### config.mk
export PLATFORM = sky130hd
export DESIGN_NAME = cpu_writeback
export DESIGN_NICKNAME = d
export VERILOG_FILES = /design/src/rtl/cpu_writeback.sv
export SDC_FILE = /design/constraint.sdc
export NUM_CORES = 1
export LEC_CHECK = 0
export ABC_AREA = 1
export CORE_MARGIN = 10
export CORE_UTILIZATION = 25
export DETAILED_ROUTE_END_ITERATION = 6
export PLACE_DENSITY_LB_ADDON = 0.12
export SLEW_MARGIN = 5
export SYNTH_ARGS = -nofsm -noshare
export SYNTH_HDL_FRONTEND = slang
export SYNTH_SLANG_ARGS = --single-unit
### constraint.sdc
create_clock -name clk -period 8.23 [get_ports clk]
set_input_delay 1.2345 -clock clk [delete_from_list [all_inputs] [get_ports clk]]
set_output_delay 1.2345 -clock clk [all_outputs]
set_load 0.02 [all_outputs]
### src/rtl/cpu_writeback.sv
// cpu_writeback: resolves branches, drives kill/redirect, emits stack pop/push commands and counts retired instructions
//
// Ports:
//   clk, rst                  clock (rising edge) and asynchronous active-high reset
//   alu__cond_3a              ALU condition flag used by conditional branches
//   alu__out_3a               ALU result, pushed as {3'b000, alu__out_3a}
//   c__branch_3a              00 none, 01 always, 10 if cond, 11 if !cond
//   c__to_push_3a             bit0 push ALU, bit1 push r0, bit2 push r1
//   instruction_3a            instruction word, [31:0] is the branch target
//   pc_3a                     instruction PC
//   r0_3a, r1_3a              saved stack words
//   st__to_pop_3a             number of words to pop
//   kill_4a                   squash younger stages (high KILL_CYCLES cycles after a taken branch)
//   redirect_4a               one-cycle pulse: fetch loads redirect_pc_4a
//   redirect_pc_4a            branch target, held between redirects
//   st__to_pop_4a             pop count (applied before pushes)
//   st__push_cnt_4a           number of valid push slots
//   st__push0_4a..push2_4a    packed push words, unused slots zero
//   retired_4a                count of non-squashed instructions, wraps
module cpu_writeback #(
    parameter int KILL_CYCLES = 2,
    parameter int RETIRE_W    = 32
) (
    input  logic                clk,
    input  logic                rst,
    input  logic                alu__cond_3a,
    input  logic [31:0]         alu__out_3a,
    input  logic [1:0]          c__branch_3a,
    input  logic [2:0]          c__to_push_3a,
    input  logic [47:0]         instruction_3a,
    input  logic [31:0]         pc_3a,
    input  logic [34:0]         r0_3a,
    input  logic [34:0]         r1_3a,
    input  logic [10:0]         st__to_pop_3a,
    output logic                kill_4a,
    output logic                redirect_4a,
    output logic [31:0]         redirect_pc_4a,
    output logic [10:0]         st__to_pop_4a,
    output logic [1:0]          st__push_cnt_4a,
    output logic [34:0]         st__push0_4a,
    output logic [34:0]         st__push1_4a,
    output logic [34:0]         st__push2_4a,
    output logic [RETIRE_W-1:0] retired_4a
);
    typedef enum logic {IDLE, SHADOW} state_t;

    state_t      state, state_nxt;
    logic [3:0]  cnt, cnt_nxt;
    logic        kill_nxt, redirect_nxt, taken;
    logic [31:0] redirect_pc_nxt;
    logic [34:0] alu_word, slot0, slot1, slot2;
    logic [1:0]  push_cnt;
    logic        unused;

    assign unused = ^{instruction_3a[47:32], pc_3a};

    // The instruction in 3a is squashed whenever kill_4a is high this cycle.
    assign taken = !kill_4a && (c__branch_3a == 2'b01 ||
                                (c__branch_3a == 2'b10 && alu__cond_3a) ||
                                (c__branch_3a == 2'b11 && !alu__cond_3a));

    always_comb begin
        state_nxt       = state;
        cnt_nxt         = cnt;
        kill_nxt        = kill_4a;
        redirect_nxt    = 1'b0;
        redirect_pc_nxt = redirect_pc_4a;
        case (state)
            IDLE: if (taken) begin
                state_nxt       = SHADOW;
                cnt_nxt         = 4'(KILL_CYCLES - 1);
                kill_nxt        = 1'b1;
                redirect_nxt    = 1'b1;
                redirect_pc_nxt = instruction_3a[31:0];
            end
            SHADOW: if (cnt != 4'd0) begin
                cnt_nxt = cnt - 4'd1;
            end else begin
                state_nxt = IDLE;
                kill_nxt  = 1'b0;
            end
            default: state_nxt = IDLE;
        endcase
    end

    always_ff @(posedge clk or posedge rst) begin
        if (rst) begin
            state          <= IDLE;
            cnt            <= 4'd0;
            kill_4a        <= 1'b0;
            redirect_4a    <= 1'b0;
            redirect_pc_4a <= 32'd0;
        end else begin
            state          <= state_nxt;
            cnt            <= cnt_nxt;
            kill_4a        <= kill_nxt;
            redirect_4a    <= redirect_nxt;
            redirect_pc_4a <= redirect_pc_nxt;
        end
    end

    // Pushes are compacted in ALU, r0, r1 order into the lowest free slots.
    always_comb begin
        alu_word = {3'b000, alu__out_3a};
        push_cnt = 2'(c__to_push_3a[0]) + 2'(c__to_push_3a[1]) + 2'(c__to_push_3a[2]);
        slot0    = c__to_push_3a[0] ? alu_word :
                   c__to_push_3a[1] ? r0_3a :
                   c__to_push_3a[2] ? r1_3a : 35'd0;
        slot1    = (c__to_push_3a[0] && c__to_push_3a[1]) ? r0_3a :
                   ((c__to_push_3a[0] ^ c__to_push_3a[1]) && c__to_push_3a[2]) ? r1_3a : 35'd0;
        slot2    = (&c__to_push_3a) ? r1_3a : 35'd0;
    end

    always_ff @(posedge clk or posedge rst) begin
        if (rst) begin
            st__to_pop_4a   <= 11'd0;
            st__push_cnt_4a <= 2'd0;
            st__push0_4a    <= 35'd0;
            st__push1_4a    <= 35'd0;
            st__push2_4a    <= 35'd0;
            retired_4a      <= '0;
        end else begin
            st__to_pop_4a   <= kill_4a ? 11'd0 : st__to_pop_3a;
            st__push_cnt_4a <= kill_4a ? 2'd0 : push_cnt;
            st__push0_4a    <= kill_4a ? 35'd0 : slot0;
            st__push1_4a    <= kill_4a ? 35'd0 : slot1;
            st__push2_4a    <= kill_4a ? 35'd0 : slot2;
            retired_4a      <= kill_4a ? retired_4a : retired_4a + RETIRE_W'(1);
        end
    end
endmodule

# --- Word level (Yosys, flattened, before mapping) ---
# Index checks and enable logic that the tools add are counted.
classes:
  n_bitwise: 2
  n_eq_ne: 6
  mux: 21
  reduce_logical: 14
  add_sub_neg: 4
ops:
  columns: ["operator", "count"]
  rows:
  - ["$mux 35", 9]
  - ["$add 32x1->32 const B", 1]
  - ["$mux 11", 1]
  - ["$mux 4", 2]
  - ["$pmux 4 s2", 1]
  - ["$reduce_and 2->1", 3]
  - ["$logic_and 1x1->1", 5]
  - ["$mux 1", 5]
  - ["$eq 2x2->1 const B", 2]
  - ["$ne 2x2->1 const B", 2]
  - ["$pmux 1 s2", 2]
  - ["$reduce_bool 4->1", 1]
  - ["$sub 4x1->4 const B", 1]
  - ["$reduce_and 3->1", 1]
  - ["$add 1x1->2", 1]
  - ["$add 2x1->2", 1]
  - ["$eq 2x1->1 const B", 1]
  - ["$logic_not 1->1", 2]
  - ["$logic_or 1x1->1", 2]
  - ["$mux 2", 1]
  - ["$ne 2x1->1 const B", 1]
  - ["$not 1->1", 1]
  - ["$xor 1x1->1", 1]
word_totals:
  output_inout_bits: 184
  elab_cells: 58
  regBits: 189

# --- Depth between registers and ports, before layout ---
# Gate-level depths: netlist (run 1).
logic_depth:
  ltp_word: 7
  depth_mapped: 9
  depth_no_buf: 9

# --- Least setup slack after synthesis (run 1) ---
# Ideal clock, no wire load.
synth_timing:
  kind: "input-to-reg"
  start: "input port c__to_push_3a[0]"
  end: "register st__push1_4a[10]"
  arrival_time_ps: 2111
  path_slack_ps: 6036
  stages: 6
  path_cell_list: "ha_1 > buf_2 > nor2_1 > nand3_2 > clkbuf_1 > o21ai_0"
synth_via:
  elab_chain_len: 5
  elab_cells_between_ends: 6
  cone_classes: "mux (3); bitwise (1); reduce/logical (2)"
synth_rtl:
  columns: ["item", "line", "rtl"]
  rows:
  - ["start, declared", "29", "input logic [2:0] c__to_push_3a,"]
  - ["$xor 1x1->1", "110", "((c__to_push_3a[0] ^ c__to_push_3a[1]) && c__to_push_3a[2]) ? r1_3a : 35'd0;"]
  - ["$logic_and 1x1->1", "110", null]
  - ["$mux 35", "110", null]
  - ["$mux 35 *", "109", "slot1 = (c__to_push_3a[0] && c__to_push_3a[1]) ? r0_3a :"]
  - ["$mux 35 *", "126", "st__push1_4a <= kill_4a ? 35'd0 : slot1;"]
  - ["end signal, assigned", "126", null]
  - ["end, declared", "41", "output logic [34:0] st__push1_4a,"]
# Every way passes the cells marked *; elsewhere a longest branch is shown, timed or not.
# A chain may end at the register's enable or synchronous reset.

# --- Final worst setup path (run 1) ---
layout_timing:
  start: "input port c__to_push_3a[1]"
  end: "register st__push1_4a[0]"
# Same word-level chain as after synthesis.

==> summary.txt, run 1 <==
Die
  – Die Y: 199.2 µm
  – Core Rows: 65
  – Boundary pin count: 385
  – Die X: 199.2 µm
  – Initial Util: 25.37%
  – Core Footprint: 31640 µm²
  – Die area: 39670 µm²

STA
  – Fin Hold WS: around 0.48 ns
  – Worst clock skew: approximately 0.012 ns
  – Final Cycle Share: 41.87%
  – Fmax: roughly 290 MHz
  – Final Max Tran Viols: 0
  – Unrepaired setup endpoints after global routing: no
  – Relative slew slack: 27.11%
  – Minimum clock period: 3.446 ns
  – Hold Vio Cnt, Final: 0
  – Final setup fails: 0
  – Least-Margin Pin Slew: approximately 1.1 ns
  – Setup TNS: 0 ns

Global routing
  – Initial antenna violation count: 0
  – Tot GR Track Use: 15.33%
  – Vias in the first global route: 7431
  – Congestion Overflow GR: 0
  – First-pass GRT wire length: 45840 µm
  – Pin count of the biggest net entering global routing: 125

Synthesis
  – Synthesis-stage register bit count: 189
  – Mapped Nets: ~1100
  – Seq/Total Area, Yosys: 58.92%
  – Distinct cells, synth: 35
  – Number of synthesis warnings: 0
  – Number of synthesized flops with an enable pin: 0
  – Post-Synthesis Cells: 887
  – Ys async rst share: 100.0%
  – Synth Flop Type: dfrtp_1
  – Synthesized area per cell: between 9 and 10 µm²
  – Mapped Area: 8026 µm²

Clock tree
  – H-tree lvl count: 4
  – Clock Latency Late Sink: 0.45 ns
  – Clock Path Buffers: 2
  – CTS Hold Buffers Added: 0
  – Setup Buffers After CTS: 0
  – CTS tree: yes
  – CTS Sinks: approximately 190
  – Clk root buf: clkbuf_16
  – CTS Buf Count: 17
  – Worst-path clk slew: 0.07 ns
  – Post-CTS resize count: 0

Setup path
  – Setup Crit Path Kind: in2reg
  – Setup crit start kind: primary input
  – Slowest stage delay, CP: 0.68 ns
  – Worst path slowest cell: nand3_2
  – CP top delay family: buffers and inverters
  – Worst Path Max Fanout: 36
  – Worst EP arrival: 3.77 ns
  – Buffers plus inverters on the worst setup path: 2
  – Crit-path cells: clkdlybuf4s50_1 -> ha_2 -> buf_4 -> nor2_1 -> nand3_2 -> o21ai_0
  – Critical Path Sink Type: register
  – Req. time, crit path: 8.56 ns

Layout
  – Area Growth Syn to Fin: 53.03%
  – Commonest non-fill, non-tap cell in the layout: clkdlybuf4s50_1
  – Final #Nets: approximately 1400
  – N_diodes: 0
  – Share of cells above drive strength 1: under 10%
  – Most frequent cells in the layout: clkdlybuf4s50_1 (334), nand2_1 (234), dfrtp_1 (189)
  – # fillers: approximately 3200

Drt
  – DR WL/cell: 18.71 µm
  – DRC violations left: 0
  – Vias: around 7000
  – Post-route ant nets: 0
  – DR vias/cell: 4.340
  – First-pass DRT Iterations: 5
  – Initial DRC Count: 280
  – Post-Route WL: 30260 µm

Placed design
  – Detailed Place HPWL: 21270 µm
  – Final GP Congestion: 0.7569
  – Port bufs: 336

Hold path
  – Worst Hold Class: reg2reg

Run status
  – Status: complete, no violations

Power and ir drop
  – Peak supply drop: 0.0001504 V
  – Leak pwr: 5.667 nW
  – Power Density: ~260 nW/µm²

Run
  – Max cap viols: 0
[worst reg2reg max path: stages (launching register included)]
cell	delay (ns)
dfrtp_1	0.41
buf_4	0.23
nor2_1	0.78
inv_1	0.74
a211oi_1	0.41
[sequential cells by signal (all words and copies together) (netlist names)]
signal	cells
redirect_4a	1
kill_4a	1
state	1
st__push1_4a	35
st__push0_4a	35
st__to_pop_4a	11
st__push_cnt_4a	2
cnt	4
redirect_pc_4a	32
st__push2_4a	35
retired_4a	32
[cell type report]
cell class              count  area, µm²  share of cell area, %
clock inverters            15      151.4                  1.233
well taps                 402      503.0                  4.095
multi-input cells         561       2729                  22.22
inverters                  93      361.6                  2.944
repair buffers            340       3383                  27.54
flip-flops and latches    189       4730                  38.50
clock buffers              17      425.4                  3.463
[layer usage]
metal / global-route usage [%] / wire length [µm] / share of wire (%)
met3: 5.652 / 2504 / 8.3
met2: 25.18 / 14550 / 48
met5: 0 / 0 / 0
met1: 18.39 / 12880 / 43
met4: 4.323 / 327 / 1.1
[path summary, 6_finish.rpt]
check                              startpoint                 end  slack (ns)  cells after the start
min reg2reg                redirect_pc_4a[19]  redirect_pc_4a[19]        0.48                      2
max reg2reg                           kill_4a    st__push0_4a[34]        5.56                      4
max in group asynchronous                 rst     st__push2_4a[0]        5.31                      3
min in group asynchronous                 rst    st__to_pop_4a[6]        1.35                      2
min                        redirect_pc_4a[19]  redirect_pc_4a[19]        0.48                      2
max                          c__to_push_3a[1]     st__push1_4a[0]        4.78                      6
[cells in the mapped netlist, types with 6 or more instances]
cell type / instances / area [µm²]
nor2_1: 72 / 270.3
o21ai_0: 90 / 450.4
buf_2: 23 / 115.1
inv_1: 89 / 334.1
nor2_2: 6 / 37.54
nand3_1: 72 / 360.4
nand2_1: 234 / 878.3
clkbuf_1: 12 / 45.04
a21oi_1: 11 / 55.05
dfrtp_1: 189 / 4730
nand4_1: 9 / 56.30
xnor2_1: 10 / 87.58
xor2_1: 10 / 87.58
[through the flow]
stage               power (mW)  utilization (%)  setup slack [ns]  std cells  cell area (µm²)
finish                   3.220            38.83             4.784       1617            12280
CTS                      3.287            38.83             4.670       1617            12280
global placement         2.422            37.00             4.286       1585            11710
detailed placement       2.423            37.00             4.224       1585            11710
floorplan                1.826                -             1.853        887             8026
global route             3.424            38.83             4.556       1617            12280
[logic make-up (layout without fill, tap and decap cells)]
kind of cell | Yosys count | in the layout | share of synthesized area [%]
buffers and inverters | 137 | 465 | 7.108
adder cells (fa/ha/maj) | 5 | 5 | 0.8730
XOR/XNOR | 20 | 20 | 2.182
AO/OA/AOI/OAI | 120 | 120 | 7.981
flip-flops | 189 | 189 | 58.92
AND/OR/NAND/NOR | 416 | 416 | 22.93
[power breakdown]
| group | switching [mW] | internal, mW | total (mW) |
|---|---|---|---|
| clock network | 0.412 | 0.428 | 0.841 |
| registers | 0.0866 | 1.12 | 1.20 |
| logic | 0.688 | 0.487 | 1.17 |
Power figures use the tool's default switching activity.
==> inputs of run 2 (changes only) <==
==> constraint.sdc (replaced) <==
create_clock -name clk -period 2.9 [get_ports clk]
set_input_delay 0.435 -clock clk [delete_from_list [all_inputs] [get_ports clk]]
set_output_delay 0.435 -clock clk [all_outputs]
set_load 0.02 [all_outputs]
==> run 2 against run 1 <==
  * Combinational power grew to 2.9 times the previous value
  * Clock skew is 0.0040 ns higher
  * Via count is 1.5% higher
  * Critical path depth is 5 lower
  * Clock power grew to 3.0 times the previous value
  * Count of clock-buffer cells in the layout stayed put
  * Utilization is 0.73 points higher
  * Sequential power grew to 2.9 times the previous value
  * Die area stayed put
  * Non-clock buffer count is 16 higher
  * First-iteration DRC count is 30% higher
==> summary.txt, run 2 (same netlist as run 1, synthesis figures left out) <==
Setup path
  – Reg2Reg Setup Slack: 0.70 ns
  – Critical R2R Launch: kill_4a
  – Capturing point of the worst reg2reg path: st__push0_4a[34]
  – Worst Path Max Fanout: 13
  – Critical Path Sink Type: primary output
  – Setup crit start kind: register
  – CP top delay family: buffers and inverters
  – Crit-path cells: clkdlybuf4s50_1
  – Worst path slowest cell: clkdlybuf4s50_1
  – Setup Crit Path Kind: reg2out
  – Worst EP arrival: 1.99 ns
  – Buffers plus inverters on the worst setup path: 1
  – FF-to-FF path depth: 4
  – Req. time, crit path: roughly 2.5 ns
  – Slowest stage delay, CP: 0.79 ns

Die
  – Die Y: 199.2 µm
  – Die area: about 40000 µm²
  – Core Footprint: 31640 µm²
  – Initial Util: 25.37%
  – Core Rows: 65
  – Die X: 199.2 µm
  – Boundary pin count: a little under 400

STA
  – Worst clock skew: between 0.015 and 0.02 ns
  – Hold Vio Cnt, Final: 0
  – Final setup fails: 0
  – Fmax: between 400 and 500 MHz
  – Minimum clock period: 2.425 ns
  – Setup TNS: 0 ns
  – Final Cycle Share: 83.63%
  – Least-Margin Pin Slew: about 0.97 ns
  – Final Max Tran Viols: 0
  – Relative slew slack: roughly a third
  – Unrepaired setup endpoints after global routing: no
  – Fin Hold WS: ~0.32 ns

Run
  – Max cap viols: 0

Clock tree
  – H-tree lvl count: 4
  – CTS tree: yes
  – CTS Buf Count: 17
  – Post-CTS resize count: 0
  – CTS Sinks: 189
  – Setup Buffers After CTS: 0
  – Clk root buf: clkbuf_16
  – Clock Path Buffers: 2
  – Worst-path clk slew: 0.07 ns
  – CTS Hold Buffers Added: 0
  – Clock Latency Late Sink: about 0.45 ns

Placed design
  – Port bufs: 336
  – Detailed Place HPWL: 22530 µm
  – Dpl cells: around 1600
  – Final GP Congestion: between 0.7 and 0.8

Drt
  – Post-route ant nets: 0
  – Initial DRC Count: 363
  – DR WL/cell: approximately 19 µm
  – Vias: 7120
  – First-pass DRT Iterations: 5
  – Post-Route WL: roughly 30000 µm
  – DRC violations left: 0
  – DR vias/cell: roughly 4.4

Global routing
  – First-pass GRT wire length: 45960 µm
  – Congestion Overflow GR: 0
  – Vias in the first global route: 7317
  – Initial antenna violation count: 0
  – Tot GR Track Use: 15.35%
  – Pin count of the biggest net entering global routing: 72

Power and ir drop
  – Net switching power: roughly 3.3 mW
  – Pwr Total: 9.329 mW
  – Reg power frac: 37.0%
  – Leak pwr: 5.764 nW
  – Int Pwr: 5.990 mW
  – Clock power share: between 20% and 30%
  – Switching part of the total: 35.79%
  – Power Density: 745.5 nW/µm²
  – Comb power frac: between 30% and 40%
  – Peak supply drop: approximately 0.00042 V

Layout
  – Regs by FF count: st__push0_4a (35), st__push1_4a (35), st__push2_4a (35)
  – N_diodes: 0
  – Flip-flop and latch area: approximately 4700 µm²
  – Area Growth Syn to Fin: 55.92%
  – Fin cells: 1633
  – Share of cells above drive strength 1: about 6.7%
  – Most frequent cells in the layout: clkdlybuf4s50_1 (335), nand2_1 (234), dfrtp_1 (189)
  – # fillers: 3175
  – Final #Nets: about 1400
  – Multi-input logic area: about 2700 µm²
  – Commonest non-fill, non-tap cell in the layout: clkdlybuf4s50_1

Run status
  – Status: complete, no violations

Hold path
  – Worst Hold Class: in2async
[run 2: power by group through the flow]
stage | Sequential [mW] | Clock [mW] | Combinational [mW]
floorplan | 4.10 | 0 | 1.08
finish | 3.46 | 2.50 | 3.38
global route | 3.53 | 2.68 | 3.67
global placement | 3.50 | 0 | 3.45
detailed placement | 3.51 | 0 | 3.45
CTS | 3.47 | 2.58 | 3.46
[run 2: how the worst max path moves through the flow]
stage | depth (start not counted) | start | to | slack (ns)
2_1_floorplan | 1 | rst | cnt[0] | 0.03
3_3_place_gp | 5 | c__to_push_3a[1] | st__push1_4a[34] | 0.21
3_5_place_dp | 5 | c__to_push_3a[1] | st__push1_4a[34] | 0.17
4_1_cts | 1 | kill_4a | kill_4a | 0.38
5_1_grt | 1 | kill_4a | kill_4a | 0.30
6_report | 1 | kill_4a | kill_4a | 0.47
[run 2: layout make-up]
cell class | instances | share of cell area (%)
Multi-Input combinational cell | 561 | 21.81
Clock inverter | 15 | 1.490
Tap cell | 402 | 4.019
Inverter | 93 | 2.859
Clock buffer | 17 | 3.399
Sequential cell | 189 | 37.79
Timing Repair Buffer | 356 | 28.63
[run 2: routing by layer]
layer / vias to the layer above / track usage, % / wire length [µm]
li1: 3480 / - / -
met1: 3395 / 18.52 / 12800
met2: 220 / 24.71 / 14400
met3: 25 / 5.803 / 2751
met4: 0 / 4.973 / 512
met5: - / 0 / 0
[run 2: metrics by stage]
step	utilization (%)	instance area, µm²	worst slack, ns
2_1_floorplan	-	8030	0.03053
3_3_place_gp	37.62	11900	0.2132
3_5_place_dp	37.62	11900	0.1711
4_1_cts	39.56	12510	0.3829
5_1_grt	39.56	12510	0.3012
6_report	39.56	12510	0.4748
==> inputs of run 3 (changes only) <==
==> constraint.sdc (replaced) <==
create_clock -name clk -period 2.5 [get_ports clk]
set_input_delay 0.375 -clock clk [delete_from_list [all_inputs] [get_ports clk]]
set_output_delay 0.375 -clock clk [all_outputs]
set_load 0.02 [all_outputs]
==> run 3 against run 2 <==
  * Hold slack worse by 0.043 ns
  * Clock skew down 0.0026 ns
  * Clock power up 6%
  * Utilization down 0.14 points
  * Register-to-register slack better by 0.03 ns
  * Largest cell class unchanged
  * Design area down 0.35%
  * Critical endpoint unchanged
  * Critical path depth unchanged
  * Non-clock buffer count up 3
  * Setup slack worse by 0.11 ns
==> summary.txt, run 3 (same netlist as run 1, synthesis figures left out) <==
Run status
  – Status: complete, no violations

Setup path
  – Worst path slowest cell: clkdlybuf4s50_1
  – Levels on crit path: 1
  – Setup crit start kind: register
  – Setup Crit Path Kind: reg2out
  – Buffers plus inverters on the worst setup path: 1
  – Critical R2R Launch: kill_4a
  – Crit path launch: kill_4a
  – Crit-path cells: clkdlybuf4s50_1
  – Capturing point of the worst reg2reg path: st__push1_4a[9]
  – FF-to-FF path depth: 5
  – Req. time, crit path: about 2.1 ns
  – Worst Path Max Fanout: 13
  – Critical Path Sink Type: primary output
  – Reg2Reg Setup Slack: roughly 0.73 ns
  – CP top delay family: buffers and inverters
  – Crit path to: kill_4a
  – Slowest stage delay, CP: between 0.7 and 0.8 ns
  – Worst EP arrival: roughly 1.8 ns

Drt
  – First-pass DRT Iterations: 4
  – Vias: about 7000
  – DRC violations left: 0
  – Initial DRC Count: approximately 280
  – DR WL/cell: roughly 19 µm
  – DR vias/cell: 4.285
  – Post-Route WL: 30290 µm
  – Post-route ant nets: 0

Layout
  – Fin cells: 1637
  – Area Growth Syn to Fin: 55.37%
  – Final #Nets: ~1400
  – Commonest non-fill, non-tap cell in the layout: clkdlybuf4s50_1
  – Share of cells above drive strength 1: 6.969%
  – Multi-input logic area: 2729 µm²
  – Most frequent cells in the layout: clkdlybuf4s50_1 (335), nand2_1 (234), dfrtp_1 (188)
  – Regs by FF count: st__push0_4a (35), st__push1_4a (35), st__push2_4a (35)
  – # fillers: ~3200
  – Flip-flop and latch area: around 4700 µm²
  – Finished Core Util: between 30% and 40%

Die
  – Core Rows: 65
  – Die area: 39670 µm²
  – Core Footprint: ~32000 µm²
  – Die Y: 199.2 µm
  – Die X: 199.2 µm
  – Boundary pin count: 385
  – Initial Util: around 25%

Power and ir drop
  – Pwr Total: 10.58 mW
  – Switching part of the total: 36.94%
  – Power Density: roughly 850 nW/µm²
  – Comb power frac: 36.9%
  – Peak supply drop: about 0.00043 V
  – Leak pwr: 5.751 nW
  – Int Pwr: 6.669 mW
  – Net switching power: 3.907 mW
  – Reg power frac: 37.9%
  – Clock power share: 25.2%

Clock tree
  – CTS tree: yes
  – CTS Sinks: roughly 190
  – Clk root buf: clkbuf_16
  – Clock Path Buffers: 2
  – Clock Latency Late Sink: 0.45 ns
  – H-tree lvl count: 4
  – Worst-path clk slew: 0.07 ns
  – CTS Buf Count: 17
  – CTS Hold Buffers Added: 0

STA
  – Worst clock skew: 0.01303 ns
  – Slack of the critical path: 0.3657 ns
  – Unrepaired setup endpoints after global routing: no
  – Hold Vio Cnt, Final: 0
  – Final Cycle Share: 85.37%
  – Final Max Tran Viols: 0
  – Relative slew slack: 64.02%
  – Final setup fails: 0
  – Fin Hold WS: between 0.2 and 0.3 ns
  – Fmax: 468.5 MHz
  – Minimum clock period: 2.134 ns
  – Least-Margin Pin Slew: 0.5397 ns

Placed design
  – Port bufs: 336
  – Detailed Place HPWL: 22360 µm
  – Dpl cells: 1604
  – Final GP Congestion: between 0.7 and 0.8
  – Place WS: 0.2217 ns

Run
  – Max cap viols: 0

Global routing
  – Met2 Use GR: 24.55%
  – Congestion Overflow GR: 0
  – Gr busiest metal: met2
  – Tot GR Track Use: roughly 15%
  – First-pass GRT wire length: 45510 µm
  – Grt met1 use: 18.34%
  – Initial antenna violation count: 2
  – Vias in the first global route: 7262
  – Grt met3 use: 5.265%
  – Pin count of the biggest net entering global routing: 73

Hold path
  – Worst Hold Class: in2async
[run 3: changes by cell type in the layout (fill, tap and decap cells not counted), sizes merged]
cell / previous run / this run
bufinv: 3 / 0
clkinvlp: 7 / 6
diode: 0 / 1
buf: 21 / 24
clkinv: 2 / 4
inv: 96 / 98
[run 3: repair_timing]
| action | in CTS | in global routing |
|---|---|---|
| setup buffers | 0 | 0 |
| setup endpoints to repair | 0 | 1 |
| gates resized for setup | 0 | 1 |
[run 3: metal layers]
layer | routed length (µm) | part of all wire (%) | vias up
li1 | - | - | 3479
met1 | 13100 | 43 | 3303
met2 | 14200 | 47 | 210
met3 | 2448 | 8.1 | 22
met4 | 544 | 1.8 | 0
met5 | 0 | 0 | -
[run 3: through the flow]
stage	setup TNS (ns)	area, µm²
floorplan	-58.49	8030
global placement	0	11910
detailed placement	0	11910
CTS	0	12470
global route	0	12470
finish	0	12470
[run 3: power by group through the flow]
stage | Combinational (mW) | Sequential, mW | Clock, mW
5_1_grt | 4.25 | 4.09 | 2.87
6_report | 3.91 | 4.01 | 2.66
2_1_floorplan | 1.25 | 4.76 | 0
3_5_place_dp | 4.00 | 4.07 | 0
4_1_cts | 4.01 | 4.02 | 2.76
3_3_place_gp | 4.00 | 4.06 | 0
[run 3: cell type report]
cell class              count  area share [%]
diodes                      1         0.02007
clock buffers              17           3.411
clock inverters            15           1.033
inverters                  93           2.869
multi-input cells         561           21.88
flip-flops and latches    189           37.94
well taps                 402           4.033
repair buffers            359           28.82
[run 3: worst min-delay path by stage]
stage,start,endpoint,slack (ns),cells past startpoint
after floorplan,c__to_push_3a[1],st__push0_4a[34],0.47,1
after global placement,redirect_pc_4a[4],redirect_pc_4a[4],0.46,2
after detailed placement,redirect_pc_4a[15],redirect_pc_4a[15],0.47,2
after CTS,rst,st__push0_4a[5],0.26,2
after global routing,rst,st__push0_4a[5],0.28,2
final,rst,st__push2_4a[30],0.28,2
